$ cat config.mk
export PLATFORM = sky130hd
export DESIGN_NAME = operand_collector
export DESIGN_NICKNAME = d
export VERILOG_FILES = /design/src/rtl/uart_adder_pkg.sv /design/src/rtl/idle_timer.sv /design/src/rtl/operand_collector.sv
export SDC_FILE = /design/constraint.sdc
export NUM_CORES = 1
export LEC_CHECK = 0
export CAP_MARGIN = 10
export CORE_MARGIN = 2
export CORE_UTILIZATION = 54
export DETAILED_ROUTE_END_ITERATION = 8
export PLACE_DENSITY = 0.79
export SLEW_MARGIN = 40
export SYNTH_ARGS = -nofsm -noshare
export SYNTH_HDL_FRONTEND = slang
export SYNTH_SLANG_ARGS = --single-unit
$ cat constraint.sdc
create_clock -name sys_clk -period 1.9 [get_ports sys_clk]
set_input_delay 0.38 -clock sys_clk [delete_from_list [all_inputs] [get_ports sys_clk]]
set_output_delay 0.38 -clock sys_clk [all_outputs]
set_load 0.02 [all_outputs]
$ cat src/rtl/uart_adder_pkg.sv
// Shared types and defaults for the UART adder: collector states, frame sizing
// and the default operand width / inter-byte timeout used across the top level.
package uart_adder_pkg;

    typedef enum logic [1:0] {
        IDLE,
        COLLECT,
        PRESENT
    } collector_state_t;

    localparam int DEFAULT_OPERAND_W      = 32;
    localparam int DEFAULT_TIMEOUT_CYCLES = 1_000_000;

    // Two operands per frame, one byte per UART character.
    function automatic int frame_bytes(input int operandW);
        return 2 * operandW / 8;
    endfunction

    localparam int BYTES_PER_FRAME = frame_bytes(DEFAULT_OPERAND_W);

endpackage

$ cat src/rtl/idle_timer.sv
// Inter-byte silence counter: counts enabled cycles since the last clear and
// holds at TIMEOUT_CYCLES-1, flagging expiry until it is cleared again.
module idle_timer #(
    parameter int TIMEOUT_CYCLES = 1_000_000
) (
    input  logic sys_clk,
    input  logic rst,
    input  logic clear,
    input  logic enable,
    output logic expired
);

    localparam int CW = (TIMEOUT_CYCLES > 1) ? $clog2(TIMEOUT_CYCLES) : 1;
    localparam logic [CW-1:0] LAST = CW'(TIMEOUT_CYCLES - 1);

    logic [CW-1:0] count_q, count_d;

    always_comb begin
        count_d = count_q;
        if (clear) begin
            count_d = '0;
        end else if (enable && (count_q != LAST)) begin
            count_d = count_q + CW'(1);
        end
    end

    always_ff @(posedge sys_clk or negedge rst) begin
        if (!rst) begin
            count_q <= '0;
        end else begin
            count_q <= count_d;
        end
    end

    assign expired = (count_q == LAST);

endmodule

$ cat src/rtl/operand_collector.sv
// Assembles MSB-first UART bytes into operands A and B and offers them to the
// adder with a valid/ready handshake; stale partial frames are dropped on timeout.
module operand_collector
    import uart_adder_pkg::*;
#(
    parameter int OPERAND_W      = DEFAULT_OPERAND_W,
    parameter int TIMEOUT_CYCLES = DEFAULT_TIMEOUT_CYCLES
) (
    input  logic                                   sys_clk,
    input  logic                                   rst,
    input  logic [7:0]                             rx_byte,
    input  logic                                   rx_valid,
    input  logic                                   sub_in,
    output logic [OPERAND_W-1:0]                   op_a,
    output logic [OPERAND_W-1:0]                   op_b,
    output logic                                   op_sub,
    output logic                                   op_valid,
    input  logic                                   op_ready,
    output logic                                   busy,
    output logic [$clog2(2*OPERAND_W/8):0]         byte_cnt,
    output logic                                   timeout_err,
    output logic                                   overrun_err
);

    localparam int NB    = frame_bytes(OPERAND_W);
    localparam int CNT_W = $clog2(NB) + 1;
    localparam int SR_W  = 2 * OPERAND_W;
    localparam logic [CNT_W-1:0] LAST_IDX = CNT_W'(NB - 1);

    collector_state_t state_q, state_d;

    // The oldest byte leaves the window on the cycle the frame completes, so
    // only the bytes still needed for the operands are kept.
    logic [SR_W-9:0]      sr_q, sr_d;
    logic [SR_W-1:0]      shifted;
    logic [CNT_W-1:0]     byteCnt_q, byteCnt_d;
    logic [OPERAND_W-1:0] opA_q, opA_d;
    logic [OPERAND_W-1:0] opB_q, opB_d;
    logic                 opSub_q, opSub_d;
    logic                 opValid_q, opValid_d;
    logic                 busy_q;
    logic                 timeoutErr_q, timeoutErr_d;
    logic                 overrunErr_q, overrunErr_d;
    logic                 timerExpired;

    assign shifted = {sr_q, rx_byte};

    idle_timer #(
        .TIMEOUT_CYCLES(TIMEOUT_CYCLES)
    ) u_idle_timer (
        .sys_clk (sys_clk),
        .rst     (rst),
        .clear   (rx_valid || (state_q != COLLECT)),
        .enable  (state_q == COLLECT),
        .expired (timerExpired)
    );

    always_comb begin
        state_d      = state_q;
        sr_d         = sr_q;
        byteCnt_d    = byteCnt_q;
        opA_d        = opA_q;
        opB_d        = opB_q;
        opSub_d      = opSub_q;
        opValid_d    = opValid_q;
        timeoutErr_d = 1'b0;
        overrunErr_d = 1'b0;

        unique case (state_q)
            IDLE: begin
                if (rx_valid) begin
                    sr_d      = (SR_W-8)'(rx_byte);
                    byteCnt_d = CNT_W'(1);
                    state_d   = COLLECT;
                end
            end
            COLLECT: begin
                if (rx_valid) begin
                    sr_d = shifted[SR_W-9:0];
                    if (byteCnt_q == LAST_IDX) begin
                        opA_d     = shifted[SR_W-1:OPERAND_W];
                        opB_d     = shifted[OPERAND_W-1:0];
                        opSub_d   = sub_in;
                        opValid_d = 1'b1;
                        byteCnt_d = '0;
                        state_d   = PRESENT;
                    end else begin
                        byteCnt_d = byteCnt_q + CNT_W'(1);
                    end
                end else if (timerExpired) begin
                    timeoutErr_d = 1'b1;
                    byteCnt_d    = '0;
                    state_d      = IDLE;
                end
            end
            PRESENT: begin
                // A byte arriving with the accept opens the next frame at once.
                if (op_ready) begin
                    opValid_d = 1'b0;
                    if (rx_valid) begin
                        sr_d      = (SR_W-8)'(rx_byte);
                        byteCnt_d = CNT_W'(1);
                        state_d   = COLLECT;
                    end else begin
                        state_d = IDLE;
                    end
                end else if (rx_valid) begin
                    overrunErr_d = 1'b1;
                end
            end
            default: begin
                state_d = IDLE;
            end
        endcase
    end

    always_ff @(posedge sys_clk or negedge rst) begin
        if (!rst) begin
            state_q      <= IDLE;
            sr_q         <= '0;
            byteCnt_q    <= '0;
            opA_q        <= '0;
            opB_q        <= '0;
            opSub_q      <= 1'b0;
            opValid_q    <= 1'b0;
            busy_q       <= 1'b0;
            timeoutErr_q <= 1'b0;
            overrunErr_q <= 1'b0;
        end else begin
            state_q      <= state_d;
            sr_q         <= sr_d;
            byteCnt_q    <= byteCnt_d;
            opA_q        <= opA_d;
            opB_q        <= opB_d;
            opSub_q      <= opSub_d;
            opValid_q    <= opValid_d;
            busy_q       <= (state_d == COLLECT);
            timeoutErr_q <= timeoutErr_d;
            overrunErr_q <= overrunErr_d;
        end
    end

    assign op_a        = opA_q;
    assign op_b        = opB_q;
    assign op_sub      = opSub_q;
    assign op_valid    = opValid_q;
    assign busy        = busy_q;
    assign byte_cnt    = byteCnt_q;
    assign timeout_err = timeoutErr_q;
    assign overrun_err = overrunErr_q;

endmodule

# After elaboration in Yosys (flattened, before gate mapping)
# Index checks and enable logic that the tools add are counted.
# totals
register_bits,151
latch_bits,0
ramBits,0
rom_bits,0
wordCells,63
memories,0
# op_classes
addsub,2
n_mul,0
n_div,0
n_lt_le_gt_ge,0
eq_ne,11
shifts,0
muxes,29
n_bitwise,0
reduce_logical,10
# ops
operator,n
$mux W56,3
$pmux W56 S3,1
$mux W20,2
$add A20 B1 Y20 const B,1
$eq A20 B20 Y1 const B,1
$mux W4,5
$ne A20 B20 Y1 const B,1
$pmux W4 S3,1
$mux W1,10
$mux W2,5
$reduce_and A3 Y1,3
$ne A2 B2 Y1 const B,3
$pmux W2 S3,1
$add A4 B1 Y4 const B,1
$eq A2 B1 Y1 const B,2
$eq A4 B3 Y1 const B,1
$reduce_and A4 Y1,1
$reduce_bool A2 Y1,2
$ne A3 B3 Y1 const B,1
$reduce_bool A3 Y1,1
$eq A2 B2 Y1 const B,1
$logic_not A2 Y1,1
$ne A2 B1 Y1 const B,1
$pmux W1 S2,1
2 further kinds,2

# Logic depth before layout (Yosys ltp)
# Gate-level depths: netlist of run 1.
# logic_depth
word_depth,5
ltp_mapped,6
depth_no_buf,5

# Modules after synthesis
# Synthesis of run 1 repeated with hierarchy kept, for this count alone.
# unflattened
cells_unflattened,424
area_unflattened_um2,6137.1
# modules_own_cells
module,n_inst,cells_each,area_each_um2,seq_area_each_um2
operand_collector,1,310,4987.3,3278.1
idle_timer,1,114,1149.9,500.5

# Worst setup path before layout of run 1
# No wires, ideal clock.
# synth_path
path_type,register to register
from,reg byteCnt_q[1] (netlist: byte_cnt[1])
to,reg opSub_q (netlist: op_sub)
setup_time_ns,0.125
arrival_ns,1.652
required_time_ns,1.775
setup_slack_ns,0.124
stages_incl_launch_ff,7
path_cell_list,dfrtp_1 > ha_1 > nand3b_1 > nor2_2 > buf_4 > buf_6 > mux2_2
# synth_via
elab_chain_len,2
# synth_rtl
element,line_no,text
from (decl),operand_collector.sv:36,"logic [CNT_W-1:0] byteCnt_q, byteCnt_d;"
from (signal assigned),operand_collector.sv:132,byteCnt_q <= byteCnt_d;
$eq A4 B3 Y1,operand_collector.sv:80,if (byteCnt_q == LAST_IDX) begin
$reduce_and A3 Y1 (no source line),n/a,
to (signal assigned),operand_collector.sv:135,opSub_q <= opSub_d;
to (decl),operand_collector.sv:39,"logic opSub_q, opSub_d;"
# No other way between the ends.
# A chain may end at the register's enable or synchronous reset.

# Final worst setup path of run 1
# layout_path
from,reg opA_q[16] (netlist: op_a[16])
to,out op_a[16]
# layout_rtl
element,line_no,text
from (decl),operand_collector.sv:37,"logic [OPERAND_W-1:0] opA_q, opA_d;"
from (signal assigned),operand_collector.sv:133,opA_q <= opA_d;
to (decl),operand_collector.sv:14,"output logic [OPERAND_W-1:0] op_a,"
# No word-level cell between the ends.

==> results of run 1 <==
power groups by stage:
stage | clock network (W) | logic, W | registers (W)
4_1_cts | 0.00350 | 0.00241 | 0.00426
3_5_place_dp | 0 | 0.00250 | 0.00431
6_report | 0.00346 | 0.00238 | 0.00426
2_1_floorplan | 0 | 0.000712 | 0.00475
5_1_grt | 0.00365 | 0.00253 | 0.00434
3_3_place_gp | 0 | 0.00244 | 0.00426
per-stage QoR:
| step | total power [W] | area, um2 | utilization, % | setup WS, ps |
|---|---|---|---|---|
| global placement | 0.00671 | 7160 | 66.3 | 1.81 |
| detailed placement | 0.00681 | 7160 | 66.3 | -58.8 |
| floorplan | 0.00546 | 5930 | - | 124 |
| global route | 0.0105 | 7950 | 73.6 | -28.8 |
| finish | 0.0101 | 7950 | 73.6 | 27.8 |
| CTS | 0.0102 | 7760 | 71.9 | 1.00 |
per-layer routing:
| metal | vias to the layer above | share of wire, % |
|---|---|---|
| met5 | - | 0 |
| met4 | 0 | 2.4 |
| met3 | 30 | 5.7 |
| met2 | 132 | 52 |
| met1 | 2103 | 40 |
| li1 | 1816 | - |
cells in the final DEF, fill, tap and decap left out, types with 3 or more instances in the layout:
master	instances
a21oi_1	9
a22o_1	49
a31oi_1	6
and3_1	5
buf_12	8
buf_4	24
bufinv_16	3
clkbuf_16	18
clkbuf_8	4
clkdlybuf4s50_1	22
clkinv_4	3
clkinvlp_4	4
dfrtp_1	151
dlygate4sd2_1	26
dlymetal6s2s_1	36
inv_1	5
mux2_1	3
mux2_2	70
nand2_1	13
nand3_1	9
nand4_1	5
nor2_1	13
nor3_1	6
o21ai_0	6
o2bb2ai_1	3
o31ai_1	4
or4_1	4
xnor2_1	4
kinds of logic (layout without fill, tap and decap cells):
family / after synthesis / in the layout / share of synthesized area, %
DFF: 151 / 151 / 63.7
AOI/OAI and AO/OA: 86 / 86 / 11.3
and+or+nand+nor: 76 / 76 / 7.28
muxes: 74 / 74 / 14.0
buffers and inverters: 25 / 157 / 2.34
xor gates and xnor gates: 6 / 6 / 0.886
adders and majority gates: 2 / 2 / 0.422
registers in the layout (all words and copies together), names as in the netlist:
signal,cells
sr_q,56
busy,1
op_sub,1
op_b,32
state_q,2
timeout_err,1
u_idle_timer.count_q,20
overrun_err,1
op_a,32
op_valid,1
byte_cnt,4
worst register-to-register path, stage by stage (launching register included):
cell and delay, ps:
dfrtp_1 400, ha_2 240, nand3b_1 220, nor2_4 160, buf_4 160, buf_12 200
mux2_2 370
worst paths after layout:
kind | startpoint | end | slack (ps)
setup / recovery | op_a[16] | op_a[16] | 30
hold / removal | rst | op_a[28] | 380
setup reg to reg | byte_cnt[1] | op_a[21] | 50
hold reg to reg | sr_q[51] | op_a[27] | 490
max in group asynchronous | rst | u_idle_timer.count_q[6] | 890
min in group sys_clk | sub_in | op_sub | 470
timing repair:
action	in CTS	in global routing
endpoints found under the hold margin	51	0
cloned	0	2
hold buffers	1	0
resized for setup	27	39
endpoints found under the setup margin	27	109
pin swaps	0	1
buffers inserted	0	5
layout make-up:
cell class	count	area, um2
Fill cell	681	2840
Clock buffer	20	455
Tap cell	140	175
Clock inverter	12	166
Inverter	5	18.8
Timing Repair Buffer	120	1310
Sequential cell	151	3780
Multi-Input combinational cell	244	2040
==> out/qor_table.md, run 1 <==
| Metric | This run | Unit |
|---|---|---|
| Status | completed | - |
| Minimum clock period | 1870 | ps |
| Total detailed-routing wirelength | 13,700 | um |
| NumNets Final | 554 | - |
| Cell-by-cell listing of the critical path | clkdlybuf4s50_1 | - |
| Row Count | 38 | - |
| Max capacitance violation total | 0 | - |
| Final Hold Slack | 382 | ps |
| Number of failing setup endpoints in the final timing report | 0 | - |
| Worst slew pin tran | 518 | ps |
| Post-detailed-route count of antenna-violating nets | 0 | - |
| Critical-path top delay cell | clkdlybuf4s50_1 | - |
| TNS Setup | 0 | ps |
| Switching share of total power | 29.5 | % |
| Leading register cell type out of synthesis | dfrtp_1 | - |
| Path type of the worst setup path | reg2out | - |
| Class of the most critical hold timing path | in2async | - |
| Clock tree from TritonCTS | done | - |
| Power share of the clock group | 34.2 | % |
| Met1 global-route usage | 30.7 | % |
| Area of the core region | 10,800 | um2 |
| Cell area after synthesis | 5930 | um2 |
| Average size of a mapped cell | 14.1 | um2 |
| Largest stage delay, worst path | 610 | ps |
| # IOs | 86 | - |
| Drt initial violations | 324 | - |
| Synth Net Count | 435 | - |
| I/O Buffers | 85 | - |
| Number of placed instances with taps included | 652 | - |
| Top Family by Delay on Critical Path | buffers and inverters | - |
| Number of max-slew violations in the final report | 0 | - |
| Critical Path End Type | output port | - |
| Share of flip-flops with an asynchronous set or reset after synthesis | 100 | % |
| Busiest metal layer after global routing | met2 | - |
| CP Data Required Time | 1520 | ps |
| Final number of hold-violating endpoints | 0 | - |
| Proportion of synthesized chip area in sequential cells | 63.7 | % |
| Root buffer cell | clkbuf_8 | - |
| Post-synth EDFFs | 0 | - |
| Post-detailed-route wirelength per cell | 19.8 | um |
| Distinct cells, synth | 49 | - |
| Top cell type's share of synthesized area | 63.7 | % |
| Initial Utilization | 55.0 | % |
| Syn Inst Count | 420 | - |
| Sequential share of power | 42.2 | % |
| Maximum vdd ir drop | 0.000893 | V |
| Leakage component of the power | 4.33 | nW |
| Top fanout value on the critical path | 2 | - |
| Fraction of layout cells with a size suffix above 1 | 27.4 | % |
| Clk sinks | 151 | - |
| Top post-synthesis cells by area | dfrtp_1 64%, mux2_2 13%, a22o_1 7.2% | - |
| Most repeated cell in the gate-level netlist after synthesis | dfrtp_1 | - |
| Number of vias per cell | 5.90 | - |
| TritonCTS Buffers | 17 | - |
| Startpoint class of the critical path | register | - |
| Met3 usage | 7.53 | % |
| Met2 routing resource usage after global routing | 38.7 | % |
| Chip Height | 109 | um |
| Maximum clock insertion buffer count | 2 | - |
| Antenna violations before repair | 0 | - |
| Power per standard cell area | 1270 | nW/um2 |
| Weighted congestion reported at the end of routability-driven placement | 0.831 | - |
| Via count of the first global-routing pass | 4,160 | - |
| Maximum frequency from static timing analysis | 534 | MHz |
| 1st-pass router iterations | 4 | - |
| Half-perimeter wire length after placement | 8460 | um |
| Maximum number of pins on one net before global-route repair | 55 | - |
| Horizontal extent of the die | 109 | um |
| Top cells by count, synth | 151 x dfrtp_1, 70 x mux2_2, 49 x a22o_1 | - |
| Count of state elements after synthesis | 151 | - |
| Clock-pin slew of the registers on the worst-case setup and hold paths | 60 | ps |
| H-tree levels | 4 | - |
| Diode insertion count for antenna repair | 0 | - |
| Final critical-path share of the clock period | 98.5 | % |
| Vias | 4,081 | - |
| Data arrival time at the worst-slack endpoint | 1490 | ps |
| Synthesis-to-finish area growth | 34.0 | % |
| Reported net switching power | 0.00297 | W |
| Total die area | 11,800 | um2 |
| Cell accounting for the most synthesized area | dfrtp_1 | - |
| Leftover overflow at the end of global routing | 0 | - |
| Total buffers and inverters traversed by the critical path | 1 | - |
| Combinational share of power | 23.6 | % |
| Worst path depth | 1 | - |
| Overall routing resource usage | 23.9 | % |
| Layout Cells excl Fill | 692 | - |
| Cell internal pwr | 0.00712 | W |
| Clock latency on the worst-skew pair | 540 | ps |
| Wire length of the first global-routing pass | 21,300 | um |
| Max-slew headroom | 65.5 | % |
| Remaining design rule violation count | 0 | - |
| Setup Skew | 12.1 | ps |
| Number of warnings printed during yosys synthesis | 0 | - |
| Depth of the worst register-to-register path | 6 | - |
(Power assumes the default switching activity.)
==> run 2, diff against run 1 <==
- CORE_UTILIZATION: 54 -> 40
- PLACE_DENSITY: 0.79 -> default
==> run 2 against run 1 <==
Against the previous run: critical path depth unchanged; cell area shrank 1.7%; final cell count is 5.2% higher; core utilization decreased by 20 points; via count shrank 5.3%; largest power group unchanged.
==> out/qor_table.md, run 2 (synthesis gave the netlist of run 1 again) <==
| Metric | This run | Unit |
|---|---|---|
| Fraction of layout cells with a size suffix above 1 | 25.7 | % |
| Total die area | 15,800 | um2 |
| Total detailed-routing wirelength | 12,500 | um |
| Vias | 3,865 | - |
| Switching share of total power | 27.8 | % |
| Worst slew pin tran | 439 | ps |
| Combinational share of power | 24.4 | % |
| Leftover overflow at the end of global routing | 0 | - |
| TritonCTS Buffers | 17 | - |
| H-tree levels | 4 | - |
| Final instance area | 7820 | um2 |
| Commonest non-fill, non-tap cell in the layout | dfrtp_1 | - |
| Area of the core region | 14,500 | um2 |
| Wire length of the first global-routing pass | 21,000 | um |
| Power share of the clock group | 33.5 | % |
| Top Family by Delay on Critical Path | buffers and inverters | - |
| Layout Cells excl Fill | 728 | - |
| Placed Area | 7180 | um2 |
| Maximum vdd ir drop | 0.000787 | V |
| Status | completed | - |
| Setup Skew | 6.82 | ps |
| Post-detailed-route wirelength per cell | 17.1 | um |
| Number of failing setup endpoints in the final timing report | 0 | - |
| Max capacitance violation total | 0 | - |
| Row Count | 44 | - |
| Data arrival time at the worst-slack endpoint | 1460 | ps |
| Flip-flop count of the largest register after layout | 56 | - |
| Register name with the most flops | sr_q | - |
| Number of vias per cell | 5.31 | - |
| Clock-pin slew of the registers on the worst-case setup and hold paths | 60 | ps |
| Chip Height | 126 | um |
| Diode insertion count for antenna repair | 0 | - |
| Reported net switching power | 0.00280 | W |
| CP Data Required Time | 1520 | ps |
| Final number of hold-violating endpoints | 0 | - |
| Clock latency on the worst-skew pair | 420 | ps |
| Number of placed instances with taps included | 695 | - |
| Startpoint class of the critical path | register | - |
| 1st-pass router iterations | 4 | - |
| Leakage component of the power | 3.57 | nW |
| Via count of the first global-routing pass | 3,995 | - |
| NumNets Final | 546 | - |
| Initial Utilization | 40.8 | % |
| Total buffers and inverters traversed by the critical path | 1 | - |
| Class of the most critical hold timing path | in2async | - |
| Drt initial violations | 237 | - |
| I/O Buffers | 85 | - |
| Post-detailed-route count of antenna-violating nets | 0 | - |
| Cell internal pwr | 0.00729 | W |
| Clock tree from TritonCTS | done | - |
| Number of max-slew violations in the final report | 0 | - |
| Maximum clock insertion buffer count | 2 | - |
| Half-perimeter wire length after placement | 8190 | um |
| # IOs | 86 | - |
| Clk sinks | 151 | - |
| Remaining design rule violation count | 0 | - |
| Commonest cells after routing, fill and taps aside | 151 x dfrtp_1, 82 x clkdlybuf4s50_1, 70 x mux2_2 | - |
| Overall routing resource usage | 16.9 | % |
| Weighted congestion reported at the end of routability-driven placement | 0.795 | - |
| Root buffer cell | clkbuf_16 | - |
| Horizontal extent of the die | 126 | um |
| Largest stage delay, worst path | 630 | ps |
| Sequential share of power | 42.1 | % |
| Power per standard cell area | 1290 | nW/um2 |
| Antenna violations before repair | 0 | - |
| Critical-path top delay cell | clkdlybuf4s50_1 | - |
| Critical Path End Type | output port | - |
| Top fanout value on the critical path | 5 | - |
| Maximum number of pins on one net before global-route repair | 69 | - |
| Final critical-path share of the clock period | 96.8 | % |
| Maximum frequency from static timing analysis | 544 | MHz |
| Cell-by-cell listing of the critical path | clkdlybuf4s50_1 | - |
| Path type of the worst setup path | reg2out | - |
| Max-slew headroom | 70.6 | % |
| Minimum clock period | 1840 | ps |
| Synthesis-to-finish area growth | 31.8 | % |
run 2: cell types whose count changed in the layout (fill, tap and decap cells not counted), moves of 3 or more:
cell,before,now
buf_4,24,20
dlymetal6s2s_1,36,2
clkbuf_1,0,3
clkdlybuf4s50_1,22,82
clkinv_4,3,0
dlygate4sd2_1,26,0
clkinvlp_4,4,1
run 2: metal layers:
metal  wire length [um]  track usage [%]
met3                449             3.99
met1               5930             23.0
met5                  0                0
met4                223             6.98
met2               5870             26.1
run 2: cell type report:
| type | count | area [um2] |
|---|---|---|
| clock buffers | 26 | 519 |
| clock inverters | 6 | 86.3 |
| fillers | 1208 | 6720 |
| repair buffers | 112 | 1140 |
| well taps | 184 | 230 |
| flip-flops and latches | 151 | 3780 |
| inverters | 5 | 18.8 |
| multi-input cells | 244 | 2050 |
run 2: stage by stage:
stage	util, %	total power, W	setup TNS, ps	hold WS (ps)	setup WS [ps]
after global routing	53.8	0.0106	-25.1	393	-25.1
after floorplan	-	0.00546	0	84.4	124
after global placement	49.4	0.00674	-1950	240	-53.4
final	53.8	0.0101	0	374	60.1
after detailed placement	49.4	0.00679	-4010	241	-97.5
after CTS	53.6	0.0102	0	365	6.39
run 2: worst paths after layout:
check | slack [ps] | cells past startpoint | end | from
min in group sys_clk | 500 | 1 | op_b[1] | op_b[1]
worst max register to register | 120 | 5 | op_b[16] | byte_cnt[1]
worst min-delay path | 370 | 2 | op_a[29] | rst
worst min register to register | 500 | 1 | op_b[1] | op_b[1]
worst max-delay path | 60 | 1 | byte_cnt[3] | byte_cnt[3]
max in group asynchronous | 910 | 3 | u_idle_timer.count_q[16] | rst
run 2: power by group through the flow:
stage	sequential [W]	clock, W	combinational [W]
after floorplan	0.00475	0	0.000712
after global placement	0.00429	0	0.00245
after detailed placement	0.00430	0	0.00249
after CTS	0.00426	0.00346	0.00250
after global routing	0.00435	0.00360	0.00261
final	0.00425	0.00338	0.00246
run 2: what timing repair did:
item	CTS	global route
gates resized for setup	0	6
endpoints found under the hold margin	19	0
setup endpoints to repair	0	6
hold buffers	1	0
setup buffers	0	0
==> run 3, diff against run 2 <==
- GPL_TIMING_DRIVEN: default -> 0
==> run 3 against run 2 <==
Against the previous run: wire length increased by 5.0%; fmax about the same; sequential power about the same; sequential cell count unchanged; via count increased by 1.7%; global-route usage increased by 0.46 points; first-iteration DRC count increased by 2.1%; sequential share of layout area increased by 0.44 points; largest power group unchanged.
==> out/qor_table.md, run 3 (synthesis gave the netlist of run 1 again) <==
| Metric | This run | Unit |
|---|---|---|
| Status | completed | - |
| Number of placed instances with taps included | 691 | - |
| Number of failing setup endpoints in the final timing report | 0 | - |
| R2R Setup Slk | 60 | ps |
| Antenna violations before repair | 0 | - |
| Horizontal extent of the die | 126 | um |
| Minimum clock period | 1840 | ps |
| Drt initial violations | 242 | - |
| Clock latency on the worst-skew pair | 420 | ps |
| Worst hold path cell count | 1 | - |
| Commonest non-fill, non-tap cell in the layout | dfrtp_1 | - |
| Hold Path End | op_a[27] | - |
| Total detailed-routing wirelength | 13,100 | um |
| Clock-pin slew of the registers on the worst-case setup and hold paths | 60 | ps |
| Capture instance of the worst register-to-register path | op_a[24] | - |
| Synthesis-to-finish area growth | 30.6 | % |
| Overall routing resource usage | 17.3 | % |
| Startpoint class of the critical path | register | - |
| Pre-CTS setup slack | -455 | ps |
| # IOs | 86 | - |
| Maximum vdd ir drop | 0.000577 | V |
| Register name with the most flops | sr_q | - |
| Critical Path End Type | register | - |
| Clk sinks | 151 | - |
| Chip Height | 126 | um |
| Worst hold start | op_a[27] | - |
| Initial Utilization | 40.8 | % |
| NumNets Final | 546 | - |
| Data arrival time at the worst-slack endpoint | 2140 | ps |
| Remaining design rule violation count | 0 | - |
| Flip-flop count of the largest register after layout | 56 | - |
| Post-detailed-route wirelength per cell | 18.1 | um |
| Row Count | 44 | - |
| Total die area | 15,800 | um2 |
| Path type of the worst setup path | reg2reg | - |
| 1st-pass router iterations | 5 | - |
| Final critical-path share of the clock period | 96.9 | % |
| Fraction of layout cells with a size suffix above 1 | 23.8 | % |
| Pwr Total | 0.0100 | W |
| Vias | 3,931 | - |
| Number of vias per cell | 5.42 | - |
| Area of the core region | 14,500 | um2 |
| Diode insertion count for antenna repair | 0 | - |
| Class of the most critical hold timing path | reg2reg | - |
| Maximum clock insertion buffer count | 2 | - |
| RSZ-0062 raised after global routing | yes | - |
| TritonCTS Buffers | 17 | - |
| Weighted congestion reported at the end of routability-driven placement | 0.845 | - |
| Post-detailed-route count of antenna-violating nets | 0 | - |
| Max-slew headroom | 60.6 | % |
| Wire length of the first global-routing pass | 21,400 | um |
| Final number of hold-violating endpoints | 0 | - |
| I/O Buffers | 85 | - |
| Depth of the worst register-to-register path | 6 | - |
| Maximum number of pins on one net before global-route repair | 80 | - |
| Worst slew pin tran | 589 | ps |
| Setup Skew | 5.70 | ps |
| Power per standard cell area | 1290 | nW/um2 |
| Clock tree from TritonCTS | done | - |
| Half-perimeter wire length after placement | 8830 | um |
| Top fanout value on the critical path | 10 | - |
| Root buffer cell | clkbuf_16 | - |
| CP Data Required Time | 2200 | ps |
| Leakage component of the power | 3.54 | nW |
| Leftover overflow at the end of global routing | 0 | - |
| Post-route worst setup slack | 59.5 | ps |
| Commonest cells after routing, fill and taps aside | 150 x dfrtp_1, 83 x clkdlybuf4s50_1, 70 x mux2_2 | - |
| H-tree levels | 4 | - |
| Startpoint of the most critical register-to-register path | state_q[1] | - |
| Layout Cells excl Fill | 725 | - |
| Final Hold Slack | 484 | ps |
| Via count of the first global-routing pass | 3,945 | - |
| Maximum frequency from static timing analysis | 543 | MHz |
| Max capacitance violation total | 0 | - |
| Number of max-slew violations in the final report | 0 | - |
| Final core area utilization | 53.3 | % |
==> run 3: cell type report <==
type | count | area (um2)
Inverter | 5 | 18.8
Clock inverter | 4 | 95.1
Multi-Input combinational cell | 244 | 2070
Timing Repair Buffer | 92 | 953
Buffer | 20 | 126
Fill cell | 1252 | 6790
Sequential cell | 151 | 3780
Tap cell | 184 | 230
Clock buffer | 25 | 475
==> run 3: worst max path at each step <==
stage,end,from,slack (ps)
final,op_a[24],state_q[1],60
after global routing,op_a[29],state_q[1],-20
after CTS,op_b[13],byte_cnt[0],-0.4
after detailed placement,byte_cnt[2],rx_valid,-450
after global placement,op_b[2],rst,-5570
after floorplan,op_sub,byte_cnt[1],120
==> run 3: through the flow <==
step	cell area, um2	TNS (ps)
after floorplan	5930	0
after global placement	7010	-867710
after detailed placement	7070	-32960
after CTS	7680	-0.403
after global routing	7750	-105
final	7750	0
==> run 3: report_power, final <==
group | total (W) | internal (W) | leakage [nW] | switching, W
sequential | 0.00425 | 0.00383 | 2.04 | 0.000429
clock | 0.00331 | 0.00211 | 0.277 | 0.00120
combinational | 0.00244 | 0.00130 | 1.22 | 0.00114
==> run 3: routing by layer <==
layer | up-vias | track usage, % | part of all wire, % | routed length [um]
li1 | 1794 | - | - | -
met1 | 2022 | 24.6 | 47 | 6150
met2 | 101 | 25.7 | 47 | 6190
met3 | 14 | 4.33 | 4.4 | 579
met4 | 0 | 6.98 | 1.4 | 180
met5 | - | 0 | 0 | 0
==> run 3: worst max-delay path, cell delays in order, from the launching register on <==
cell and delay, ps:
dfrtp_1 470, nor2b_1 210, nand2_1 190, nor2_4 160, buf_6 170, buf_6 180, mux2_2 350
==> run 3: repair_timing <==
| item | in CTS | in global routing |
|---|---|---|
| hold buffers | 1 | 0 |
| hold endpoints to repair | 72 | 0 |
| resized for setup | 3 | 11 |
| endpoints found under the setup margin | 41 | 79 |
| buffers inserted | 2 | 2 |
| pin swaps | 1 | 2 |
